### src/rtl/complex_pkg.sv
// Shared types and scaling helpers for the complex butterfly datapath.
// COMPLEX_DIFF_ROUND_EN adds round-half-up scaling with saturation.
package complex_pkg;

  localparam int DATA_WIDTH = 16;

  typedef struct packed {
    logic signed [DATA_WIDTH-1:0] re;
    logic signed [DATA_WIDTH-1:0] im;
  } cplx_t;

  // Halving drops the LSB of the DATA_WIDTH+1 difference (arithmetic shift right by 1).
  function automatic cplx_t cplx_half_trunc(input logic signed [DATA_WIDTH:0] d_re,
                                            input logic signed [DATA_WIDTH:0] d_im);
    cplx_t r;
    r.re = d_re[DATA_WIDTH:1];
    r.im = d_im[DATA_WIDTH:1];
    return r;
  endfunction

`ifdef COMPLEX_DIFF_ROUND_EN
  localparam logic signed [DATA_WIDTH+1:0] RND_ONE = 1;
  localparam logic signed [DATA_WIDTH+1:0] SAT_MAX = (2 ** (DATA_WIDTH - 1)) - 1;
  localparam logic signed [DATA_WIDTH+1:0] SAT_MIN = -(2 ** (DATA_WIDTH - 1));

  function automatic logic signed [DATA_WIDTH-1:0] half_round_sat(
      input logic signed [DATA_WIDTH:0] d);
    logic signed [DATA_WIDTH+1:0] r;
    r = {d[DATA_WIDTH], d};
    r = r + RND_ONE;
    r = r >>> 1;
    if (r > SAT_MAX) return SAT_MAX[DATA_WIDTH-1:0];
    else if (r < SAT_MIN) return SAT_MIN[DATA_WIDTH-1:0];
    else return r[DATA_WIDTH-1:0];
  endfunction

  function automatic cplx_t cplx_half_round(input logic signed [DATA_WIDTH:0] d_re,
                                            input logic signed [DATA_WIDTH:0] d_im);
    cplx_t r;
    r.re = half_round_sat(d_re);
    r.im = half_round_sat(d_im);
    return r;
  endfunction
`endif

endpackage

### src/rtl/pipe_stage.sv
// One-entry valid/data pipeline register: loads when empty or when its
// current contents advance downstream in the same cycle.
module pipe_stage #(
  parameter int W = 32
) (
  input  logic         clk,
  input  logic         rst_n,
  input  logic         i_valid,
  output logic         o_ready,
  input  logic [W-1:0] i_data,
  output logic         o_valid,
  output logic [W-1:0] o_data,
  input  logic         i_ready
);

  logic         r_valid;
  logic [W-1:0] r_data;
  logic         w_load;

  assign o_ready = !r_valid || i_ready;
  assign w_load  = i_valid && o_ready;
  assign o_valid = r_valid;
  assign o_data  = r_data;

  always_ff @(posedge clk or negedge rst_n) begin
    if (!rst_n) begin
      r_valid <= 1'b0;
      r_data  <= '0;
    end else begin
      if (w_load) r_valid <= 1'b1;
      else if (i_ready) r_valid <= 1'b0;
      if (w_load) r_data <= i_data;
    end
  end

endmodule

### src/rtl/complex_diff_pipe.sv
// Two-stage flow-controlled complex subtractor: out = (A - B) / 2.
// COMPLEX_DIFF_ROUND_EN selects round-half-up with saturation instead of truncation.
module complex_diff_pipe
  import complex_pkg::*;
#(
  parameter int DataWidth = DATA_WIDTH
) (
  input  logic                 clk,
  input  logic                 rst_n,
  input  logic                 in_valid,
  output logic                 in_ready,
  input  logic [DataWidth-1:0] Re_1,
  input  logic [DataWidth-1:0] Im_1,
  input  logic [DataWidth-1:0] Re_2,
  input  logic [DataWidth-1:0] Im_2,
  output logic                 out_valid,
  input  logic                 out_ready,
  output logic [DataWidth-1:0] Re_out,
  output logic [DataWidth-1:0] Im_out
);

  logic signed [DataWidth:0]       w_d_re_p0;
  logic signed [DataWidth:0]       w_d_im_p0;
  logic                            vld_p1;
  logic                            w_s2_ready;
  logic [2*(DataWidth+1)-1:0]      w_s1_data_p1;
  logic signed [DataWidth:0]       w_d_re_p1;
  logic signed [DataWidth:0]       w_d_im_p1;
  cplx_t                           w_half_p1;
  logic [2*DataWidth-1:0]          w_s2_data_p2;

  // Stage 0 -> 1: full-precision differences, operands sign-extended by one bit
  assign w_d_re_p0 = {Re_1[DataWidth-1], Re_1} - {Re_2[DataWidth-1], Re_2};
  assign w_d_im_p0 = {Im_1[DataWidth-1], Im_1} - {Im_2[DataWidth-1], Im_2};

  pipe_stage #(.W(2 * (DataWidth + 1))) u_s1 (
    .clk     (clk),
    .rst_n   (rst_n),
    .i_valid (in_valid),
    .o_ready (in_ready),
    .i_data  ({w_d_re_p0, w_d_im_p0}),
    .o_valid (vld_p1),
    .o_data  (w_s1_data_p1),
    .i_ready (w_s2_ready)
  );

  // Stage 1 -> 2: scale by 1/2 into the shared butterfly Q-format
  assign w_d_re_p1 = w_s1_data_p1[2*(DataWidth+1)-1 -: DataWidth+1];
  assign w_d_im_p1 = w_s1_data_p1[DataWidth:0];

`ifdef COMPLEX_DIFF_ROUND_EN
  assign w_half_p1 = cplx_half_round(w_d_re_p1, w_d_im_p1);
`else
  assign w_half_p1 = cplx_half_trunc(w_d_re_p1, w_d_im_p1);
`endif

  pipe_stage #(.W(2 * DataWidth)) u_s2 (
    .clk     (clk),
    .rst_n   (rst_n),
    .i_valid (vld_p1),
    .o_ready (w_s2_ready),
    .i_data  (w_half_p1),
    .o_valid (out_valid),
    .o_data  (w_s2_data_p2),
    .i_ready (out_ready)
  );

  assign Re_out = w_s2_data_p2[2*DataWidth-1 -: DataWidth];
  assign Im_out = w_s2_data_p2[DataWidth-1:0];

endmodule

### config.mk
export PLATFORM = sky130hd
export DESIGN_NAME = complex_diff_pipe
export DESIGN_NICKNAME = d
export VERILOG_FILES = /design/src/rtl/complex_pkg.sv /design/src/rtl/pipe_stage.sv /design/src/rtl/complex_diff_pipe.sv
export SDC_FILE = /design/constraint.sdc
export NUM_CORES = 1
export LEC_CHECK = 0
export BUFFER_PORTS_ARGS = -buffer_cell sky130_fd_sc_hd__buf_2
export CAP_MARGIN = 10
export CORE_MARGIN = 5
export CORE_UTILIZATION = 49
export DETAILED_ROUTE_END_ITERATION = 8
export GPL_ROUTABILITY_DRIVEN = 0
export PLACE_DENSITY = 0.77
export SLEW_MARGIN = 20
export SYNTH_ARGS = -nofsm -noshare
export SYNTH_HDL_FRONTEND = slang
export SYNTH_SLANG_ARGS = --single-unit
### constraint.sdc
create_clock -name clk -period 1.6 [get_ports clk]
set_input_delay 0.48 -clock clk [delete_from_list [all_inputs] [get_ports clk]]
set_output_delay 0.48 -clock clk [all_outputs]
set_load 0.005 [all_outputs]
* Word-level counts from Yosys, hierarchy flattened
Index checks and enable logic that the tools add are counted.
** Storage, ports and cells
- Bits in writable memories :: 0
- Bits in latches :: 0
- Bits in read-only memories :: 0
- Register bits after elaboration :: 68
- Memories :: 0
** Cells by class
- Bitwise logic cells :: 0
- Divide/modulo/power cells :: 0
- Order comparisons :: 0
- Eq/ne operators :: 0
- Mux-type cells :: 4
- Multipliers :: 0
- Add/sub/neg operators :: 2
- Shifts and indexed selects :: 0
- Reduce and logical (&&, ||, !) cells :: 8
** Operator list (count)
- $sub 16x16->17 :: 2
- $mux 1 :: 4
- $reduce_bool 2->1 :: 2
- $logic_and 1x1->1 :: 2
- $logic_not 1->1 :: 2
- $logic_or 1x1->1 :: 2

* Logic depth before layout (Yosys ltp)
- Depth in word-level cells :: 5
- Mapped depth :: 9

* By module
Synthesis repeated with hierarchy kept, for this count alone.
** Second synthesis, totals
- Cells, all modules :: 392
- Area total of the unflattened synthesis :: 4498.1 sq um
** By module, submodules not included
- complex_diff_pipe :: cells an instance 246, instances 1, sequential area each 0.0 sq um, area each 1642.8 sq um
- pipe_stage at u_s1 :: cells an instance 75, instances 1, sequential area each 875.8 sq um, area each 1463.9 sq um
- pipe_stage at u_s2 :: cells an instance 71, instances 1, sequential area each 825.8 sq um, area each 1391.3 sq um

* Worst setup path before layout
No wires, ideal clock.
- Kind :: input to register
- From :: input Im_2[0]
- To :: register u_s1.r_data[14], in the netlist u_s1.o_data[14]
- Stages on the path :: 8
- Setup slack :: -688 ps
- Arrival time :: 2157 ps
- Cells stage by stage :: nor2b_1 > fa_1 > nand2b_2 > a21oi_4 > a31oi_4 > o31ai_2 > nor4_1 > or3_1
** On the way
- Cells in the longest elaborated chain, start to end :: 1
** Ends and longest elaborated chain
- from (decl) :: line complex_diff_pipe.sv:15 : input logic [DataWidth-1:0] Im_2,
- $sub 16x16->17 :: line complex_diff_pipe.sv:34 : assign w_d_im_p0 = {Im_1[DataWidth-1], Im_1} - {Im_2[DataWidth-1], Im_2};
- to (signal assigned) :: line pipe_stage.sv:32 : if (w_load) r_data <= i_data;
- to (decl) :: line pipe_stage.sv:17 : logic [W-1:0] r_data;
No other way between the ends.
A chain may end at the register's enable or synchronous reset.

* Final worst setup path
- From :: input Im_2[0]
- To :: register u_s1.r_data[12], in the netlist u_s1.o_data[12]
The elaborated chain is that of the path after synthesis.

==> results.sh <==
export IMPL_diodes=0
export IMPL_h_tree_depth=3
export IMPL_critPathArrivalTime_ns=2.26
export IMPL_startpoint="Im_2[0]"
export IMPL_io_pin_count=102
export IMPL_max_freq_mhz=505
export IMPL_via_per_inst=5.55
export IMPL_start_kind="input port"
export IMPL_start_util_pct=50.1
export IMPL_rsz0062_at_grt="yes"
export IMPL_critical_path_class="input port to flop"
export IMPL_clock_path_buffers=2
export IMPL_fin_skew_ns=0.0101
export IMPL_crit_chain="buf_6 -> nor2b_4 -> fa_2 -> nand2b_4 -> a21oi_4 -> a31oi_4 -> o21a_2 -> or4_1 -> nand3_1"
export IMPL_violations="negative setup slack"
export IMPL_finalCriticalPeriod_ns=1.98
export IMPL_cp_required_ns=1.88
export IMPL_cp_end_kind="flop"
export IMPL_synth_top_area_share_pct=40.3
export IMPL_synth_nets=522
export IMPL_die_w_um=101
export IMPL_path_depth=9
export IMPL_drc=0
export IMPL_tritoncts="built"
export IMPL_r2r_cells=7
export IMPL_crit_fanout=3
export IMPL_worst_slack_ns=-0.381
export IMPL_first_global_vias=3994
export IMPL_relSlewSlack_pct=76.7
export IMPL_port_buffers=101
export IMPL_grt_start_max_net_pins=67
export IMPL_drt_wl_total_um=12500
export IMPL_fp_dieH_um=101
export IMPL_final_cell_mix="94 x buf_4, 82 x buf_2, 66 x dfrtp_1"
export IMPL_die_area_mm2=0.0103
export IMPL_yosysTopAreaCell="dfrtp_1"
export IMPL_placedCellCount=699
export IMPL_antenna_found_initial=0
export IMPL_num_vias=4059
export IMPL_slowest_delay_ns=0.44
export IMPL_cts_hold_buf=0
export IMPL_final_common_cell="buf_4"
export IMPL_grt_use_total_pct=22.3
export IMPL_yosysSeqAreaShare_pct=40.3
export IMPL_r2r_slack_ns=-0.14
export IMPL_hold_viol_final=0
export IMPL_detail_route_iter0_violations=196
export IMPL_placementRows=33
export IMPL_areaGrowthSynthToFinish_pct=57.6
export IMPL_drt_pass1_iterations=5
export IMPL_r2r_end="u_s1.o_data[14]$_DFFE_PN0P_"
export IMPL_ant_nets=0
export IMPL_setup_viol=22
export IMPL_slew_violations=0
export IMPL_synth_cells=422
export IMPL_overflow=0
export IMPL_p_per_area_mw_per_mm2=1010
export IMPL_wl_per_cell_um=17.1
export IMPL_ys_ff_latch=66
export IMPL_coreArea_mm2=0.00818
export IMPL_vdd_drop_max_mv=0.643
export IMPL_setup_worst_path_end="u_s1.o_data[12]$_DFFE_PN0P_"
export IMPL_numCtsBuffers=9
export IMPL_fin_crit_sh_pct=124
export IMPL_netlist_top_cells_area="dfrtp_1 40%, ha_1 9.2%, mux2_2 8.8%"
export IMPL_cellLeakagePower_nw=3.10
export IMPL_yosysUniqueCellTypes=54
export IMPL_clk_pin_slew_ns=0.07
export IMPL_finalNetCount=722
export IMPL_cpMaxStageDelayCell="or4_1"
export IMPL_dp_hpwl_um=8160
export IMPL_hold_class="input port to asynchronous set/reset pin"
export IMPL_path_delay_family="simple AND/OR/NAND/NOR gates"
export IMPL_syn_avg_cell_area_um2=9.71
export IMPL_maxCapViolations=0
export IMPL_worst_pin_slew_ns=0.350
export IMPL_path_buf_inv=1
export IMPL_postLayoutCoreUtil_pct=79.0
export IMPL_clock_latency_ns=0.35
export IMPL_cts_root_buf="clkbuf_8"
export IMPL_ys_warn_count=0
export IMPL_syn_area_mm2=0.00410
export IMPL_grt_pass1_wl_um=18400
export IMPL_finalNonFillerCells=732
export IMPL_clock_sinks=66
export IMPL_status="finished with violations"
export IMPL_r2r_start="u_s2.o_valid$_DFFE_PN0P_"
export IMPL_layout_drive_gt1_share_pct=56.1
==> worst reg2reg max path: cells and delay by family, from the launching register on <==
kind	cells	cell delay, ns
AND/OR/NAND/NOR	4	0.87
flip-flops	1	0.38
AO/OA/AOI/OAI	2	0.21
buffers and inverters	1	0.19
==> kinds of logic after synthesis <==
group | count (synthesis) | share of synthesized area, %
buffers and inverters | 53 | 5.71
multiplexers | 33 | 9.04
flip-flops | 66 | 40.3
adder cells (fa/ha/maj) | 32 | 10.1
XOR/XNOR | 21 | 4.49
AND/OR/NAND/NOR | 112 | 13.5
AO/OA/AOI/OAI | 105 | 16.8
==> synthesized netlist by cell type, drive strengths merged <==
cell / count
nand3b: 1
o32ai: 1
a31oi: 8
inv: 35
a211oi: 5
nand4: 7
nor3: 5
mux2: 32
fa: 2
dfrtp: 66
and2: 1
o31ai: 5
or4: 1
a211o: 5
ha: 30
o21a: 3
or2b: 1
and3: 5
buf: 14
o211ai: 2
mux2i: 1
or3: 1
o21ai: 35
clkbuf: 4
nand3: 11
and4: 1
nor4: 1
or4b: 1
nor3b: 3
nor2: 18
xnor2: 8
a221o: 1
a21oi: 28
nor2b: 2
o311ai: 2
xor2: 13
o41ai: 1
nand2: 45
nand2b: 8
a21o: 9
==> state kept, by name, indices dropped and copies added (netlist names) <==
name	count
u_s1.o_data	32
u_s2.o_data	32
u_s1.o_valid	1
u_s2.o_valid	1
==> worst min path at each step <==
stage | start | endpoint | depth (start not counted)
5_1_grt | rst_n | u_s1.o_data[6]$_DFFE_PN0P_ | 2
3_3_place_gp | u_s1.o_data[5]$_DFFE_PN0P_ | u_s1.o_data[5]$_DFFE_PN0P_ | 2
6_report | rst_n | u_s2.o_data[3]$_DFFE_PN0P_ | 2
3_5_place_dp | u_s1.o_data[6]$_DFFE_PN0P_ | u_s1.o_data[6]$_DFFE_PN0P_ | 2
4_1_cts | rst_n | u_s2.o_data[5]$_DFFE_PN0P_ | 2
2_1_floorplan | rst_n | u_s1.o_data[10]$_DFFE_PN0P_ | 0
==> stage by stage <==
stage	TNS [ns]	hold slack [ns]	setup slack, ns	instance area, µm²	total power, mW
after global routing	-4.93	0.163	-0.414	6460	6.83
after floorplan	-6.18	0.184	-0.529	4400	3.49
final	-3.70	0.130	-0.381	6460	6.49
after detailed placement	-14.06	0.467	-0.750	5630	4.46
after CTS	-2.42	0.147	-0.297	6120	6.28
after global placement	-12.61	0.459	-0.670	5630	4.36
==> final cells by class <==
cell class | count | area [µm²]
clock buffer | 10 | 128
timing repair buffer | 207 | 1500
sequential | 66 | 1650
inverter | 35 | 161
multi-input combinational | 303 | 2780
clock inverter | 6 | 113
tap | 105 | 131
fill | 479 | 1720
==> timing repair <==
| item | CTS | global route |
|---|---|---|
| resized for setup | 41 | 55 |
| buffers inserted | 5 | 14 |
| setup endpoints to repair | 23 | 25 |
| pin swaps | 37 | 41 |
==> where the power goes <==
| part | internal, mW | switching (mW) |
|---|---|---|
| registers | 2.13 | 0.281 |
| clock network | 1.04 | 0.663 |
| logic | 1.29 | 1.09 |
| total | 4.46 | 2.03 |
==> per-layer routing <==
metal / global-route usage (%) / share of wire (%) / up-vias
met5: 0 / 0 / -
met4: 8.18 / 2.5 / 0
met3: 4.55 / 6.0 / 38
met2: 38.4 / 52 / 161
met1: 27.5 / 39 / 1968
li1: - / - / 1892
Power figures use the tool's default switching activity.
